File: src/rtl/two_level_dirp.sv
// Two-level local-history direction predictor: per-entry history (bht) selects a saturating counter (pht).
// Latency: 1 cycle from lk_valid to pred_valid on every port; one lookup per port per cycle.
// Backpressure: none, lookups and updates are always accepted; DIRP_FWD_EN enables same-cycle update forwarding.
module two_level_dirp #(
  parameter int N_ENTRY  = 16,
  parameter int HIST_LEN = 2,
  parameter int CTR_BITS = 2,
  parameter int N_PORT   = 2,
  localparam int IDX_W   = $clog2(N_ENTRY)
) (
  input  logic                      clock,
  input  logic                      reset,
  input  logic [N_PORT-1:0]         lk_valid,
  input  logic [N_PORT*IDX_W-1:0]   lk_idx,
  input  logic                      up_valid,
  input  logic                      up_taken,
  input  logic [IDX_W-1:0]          up_idx,
  output logic [N_PORT-1:0]         pred_valid,
  output logic [N_PORT-1:0]         pred_taken
);

  // Counter table is flattened: address is {entry index, history pattern}.
  localparam int PHT_N = N_ENTRY << HIST_LEN;
  localparam int PW    = IDX_W + HIST_LEN;
  localparam logic [CTR_BITS-1:0] CTR_MAX = '1;

  logic [HIST_LEN-1:0] bht [N_ENTRY];
  logic [CTR_BITS-1:0] pht [PHT_N];

  logic [HIST_LEN-1:0] up_hist;
  logic [HIST_LEN-1:0] up_hist_nxt;
  logic [PW-1:0]       up_pidx;
  logic [CTR_BITS-1:0] up_ctr;
  logic [CTR_BITS-1:0] up_ctr_nxt;
  logic [N_PORT-1:0]   taken_nxt;

  // Update path: read addressed entry, shift in the outcome, saturate the counter.
  always_comb begin
    up_hist     = bht[up_idx];
    up_pidx     = {up_idx, up_hist};
    up_ctr      = pht[up_pidx];
    up_hist_nxt = HIST_LEN'({up_hist, up_taken});
    up_ctr_nxt  = up_ctr;
    if (up_taken) begin
      if (up_ctr != CTR_MAX) up_ctr_nxt = up_ctr + 1'b1;
    end else begin
      if (up_ctr != '0) up_ctr_nxt = up_ctr - 1'b1;
    end
  end

  // Lookup path: per-port history read then counter MSB as the prediction.
  always_comb begin
    taken_nxt = '0;
    for (int p = 0; p < N_PORT; p++) begin
      logic [IDX_W-1:0]    li;
      logic [HIST_LEN-1:0] lh;
      logic [CTR_BITS-1:0] lc;
      li = lk_idx[p*IDX_W +: IDX_W];
      lh = bht[li];
      lc = pht[{li, lh}];
`ifdef DIRP_FWD_EN
      // Same-entry update this cycle: predict from the post-update history and counters.
      if (up_valid && (up_idx == li)) begin
        lh = up_hist_nxt;
        if (lh == up_hist) lc = up_ctr_nxt;
        else               lc = pht[{li, lh}];
      end
`endif
      taken_nxt[p] = lc[CTR_BITS-1];
    end
  end

  // Table state: cleared on reset, otherwise one addressed entry/counter per update.
  always_ff @(posedge clock) begin
    if (reset) begin
      for (int i = 0; i < N_ENTRY; i++) bht[i] <= '0;
      for (int j = 0; j < PHT_N; j++)   pht[j] <= '0;
    end else if (up_valid) begin
      bht[up_idx]  <= up_hist_nxt;
      pht[up_pidx] <= up_ctr_nxt;
    end
  end

  // Registered prediction outputs; taken is masked by valid.
  always_ff @(posedge clock) begin
    if (reset) begin
      pred_valid <= '0;
      pred_taken <= '0;
    end else begin
      pred_valid <= lk_valid;
      pred_taken <= lk_valid & taken_nxt;
    end
  end

endmodule
File: config.mk
export PLATFORM = sky130hd
export DESIGN_NAME = two_level_dirp
export DESIGN_NICKNAME = d
export VERILOG_FILES = /design/src/rtl/two_level_dirp.sv
export SDC_FILE = /design/constraint.sdc
export NUM_CORES = 1
export LEC_CHECK = 0
export BUFFER_PORTS_ARGS = -buffer_cell sky130_fd_sc_hd__buf_2
export CAP_MARGIN = 20
export CORE_MARGIN = 10
export CORE_UTILIZATION = 40
export DETAILED_ROUTE_END_ITERATION = 12
export HOLD_SLACK_MARGIN = 0.06
export PLACE_DENSITY = 0.65
export SLEW_MARGIN = 20
export SYNTH_ARGS = -nofsm -noshare
export SYNTH_HDL_FRONTEND = slang
export SYNTH_SLANG_ARGS = --single-unit
export TNS_END_PERCENT = 100
File: constraint.sdc
create_clock -name clock -period 4 [get_ports clock]
set_clock_uncertainty 0.1 [all_clocks]
set_input_delay 0.2 -clock clock [delete_from_list [all_inputs] [get_ports clock]]
set_output_delay 0.2 -clock clock [all_outputs]
set_load 0.1 [all_outputs]
==> results.toml <==
[run_status]
status = "finished clean"

[timing]
min_period_ps = 3910
setup_violations = 0
timing.fmax_ghz = 0.256
hold_viol = 0
setup_tns_ps = 0
slew_headroom_pct = 34.0
maxSlewViolCount = 0
finalCritPeriodShare_pct = 97.6
rsz0062_at_grt = "no"
tightest_slew_ps = 987

[synth]
yosysWarnings = 0
avgSynthCellArea_um2 = 12.0
synth_cell_type_count = 65
yosysMostFrequentCell = "edfxtp_1"
synth_top_area_share_pct = 47.6
synth_seq_area_share_pct = 48.4
synth-main-ff-cell = "edfxtp_1"
synth.ff_latch_count = 164
synth_edf_count = 160
synth.area.top_cells = "edfxtp_1 48%, mux4_2 13%, nor3_2 7.9%"
synthesis.area_um2 = 10100
ys_async_sr_fraction_pct = 0
yosys.area.top_type = "edfxtp_1"
syn_inst = 842
synth_nets = 860
synthTopCellsByCount = "160 x edfxtp_1, 108 x nand2_1, 80 x nor3_2"

[grt]
grt_max_degree = 59
overflow = 0
antenna_found_initial = 0
grt_pass1_wl_mm = 45.6
grt_pass1_vias = 7434
grtUsageTotal_pct = 19.0

[worst_setup_path]
arrival_ps = 4050
crit_family = "simple AND/OR/NAND/NOR gates"
cp-start-kind = "flip-flop"
worst_ep_required_time_ps = 4150
path_max_fanout = 10
worst_setup_path_end_kind = "flip-flop"
cpPeakStageDelay_ps = 540
worst-path-buf-inv = 1
crit_slowest_cell = "mux4_2"
crit_type = "flip-flop to flip-flop"
path_cells = "mux4_2 -> nand2_1 -> nand2_1 -> o31ai_1 -> and2_1 -> a221oi_1 -> and4_1 -> a211oi_1 -> nor4b_4 -> maj3_4 -> buf_4 -> nor3_1"
crit_path_frequent_cell = "nand2_1"

[die]
start_util_pct = 40.4
die_h_um = 179
dieWidth_um = 179
fp.coreArea_um2 = 25000
fp-row-count = 58
pin_count = 22
die_area_um2 = 32000

[layout]
layout.cells.non_filler = 1198
fin_area_um2 = 11300
layout.nets = 874
drive_above_1_share_pct = 31.7
num_antenna_cells = 0
area_growth_pct = 12.1

[clocking]
root_buffer = "clkbuf_16"
numCtsBuffers = 17
clock_sinks = 164
path_clk_slew_ps = 60
cts_tree = "done"
worstSkewPairLatency_ps = 430
cts_buffer_depth = 2
cts.htree.levels = 4

[routing]
routed_wirelength_mm = 29.9
drt_iter0_markers = 991
first_pass_iters = 7
routed-via-count = 7566
drcViolationCount = 0
routedWlPerCell_um = 25.0
antenna_left = 0
vias_per_cell = 6.32

[run]
drv_cap = 0

[hold_path]
worstHoldPathType = "input port to flip-flop"

[placement]
placed_cells = 1158
port_buffers = 21
place.gp.congestion = 0.936
dp.final_hpwl_mm = 20.7
placed_area_um2 = 10600

[pwr]
power.density_nw_per_um2 = 408
ir_drop_mv = 0.348
finalPower_uw = 4610
p_leak_uw = 0.00365
-- metrics by stage --
stage / setup WS [ps] / util, % / hold slack [ps]
4_1_cts: 5.51 / 45.1 / 299
5_1_grt: 4.46 / 45.3 / 327
3_5_place_dp: 19.4 / 42.6 / 330
6_report: 94.6 / 45.3 / 316
2_1_floorplan: 610 / - / 180
3_3_place_gp: 11.7 / 42.6 / 323
-- metal layers --
metal / routed length [µm] / up-vias / global-route usage [%]
li1: - / 3262 / -
met1: 12200 / 3765 / 25.3
met2: 14200 / 483 / 29.8
met3: 2810 / 56 / 4.34
met4: 773 / 0 / 6.75
met5: 0 / - / 0
-- sequential cells by signal, indices dropped and copies added (netlist names) --
signal	count
bht	32
pht	128
pred_taken	2
pred_valid	2
-- cell type report --
class | instances | area, µm²
Tap cell | 330 | 413
Sequential cell | 164 | 4880
Multi-Input combinational cell | 582 | 4750
Clock buffer | 22 | 444
Fill cell | 2274 | 13700
Timing Repair Buffer | 82 | 676
Clock inverter | 9 | 108
Inverter | 9 | 33.8
-- what timing repair did --
action,in CTS,in global routing
setup endpoints to repair,34,128
cloned,0,1
resized for setup,1,4
pin swaps,0,2
setup buffers,0,3
hold endpoints to repair,4,0
hold buffers,5,0
-- logic make-up after synthesis --
group | synth area share (%)
multiplexers | 16.9
AO/OA/AOI/OAI | 10.2
adder cells (fa/ha/maj) | 0.223
flip-flops | 48.4
AND/OR/NAND/NOR | 19.1
buffers and inverters | 5.05
-- cell usage in the layout (no fill, tap or decap), drive strengths merged, types with 3 or more instances in the layout --
| cell type | count |
|---|---|
| o221ai | 4 |
| a311oi | 4 |
| mux4 | 60 |
| nand3 | 21 |
| mux2 | 3 |
| clkinv | 3 |
| a32oi | 8 |
| a311o | 3 |
| clkbuf | 22 |
| clkinvlp | 4 |
| a221oi | 4 |
| a222oi | 4 |
| and3 | 3 |
| nand2 | 108 |
| nand4 | 3 |
| nor2 | 84 |
| inv | 9 |
| and2 | 6 |
| a211o | 4 |
| nor3 | 93 |
| a211oi | 4 |
| a22oi | 6 |
| dlygate4sd3 | 5 |
| edfxtp | 160 |
| o21ai | 65 |
| buf | 77 |
| a21oi | 14 |
| nor2b | 10 |
| mux2i | 32 |
| dfxtp | 4 |
-- tightest hold or removal path, cell delays in order --
cell and delay (ps):
buf_2 100, nand2_1 260, nor2_1 160
-- power breakdown --
group          internal, µW  switching, µW
Combinational           382            644
Sequential             1950           48.9
Clock                   913            674
Total                  3240           1370
-- worst paths after layout --
| check | start | endpoint | slack [ps] | cells after the start |
|---|---|---|---|---|
| max reg2reg | bht[10][0] | pht[24][0] | 90 | 12 |
| min reg2reg | pht[63][1] | pred_taken[0] | 1100 | 5 |
| min | up_taken | bht[3][0] | 320 | 3 |
| max | bht[10][0] | pht[24][0] | 90 | 12 |
(Power assumes the default switching activity.)
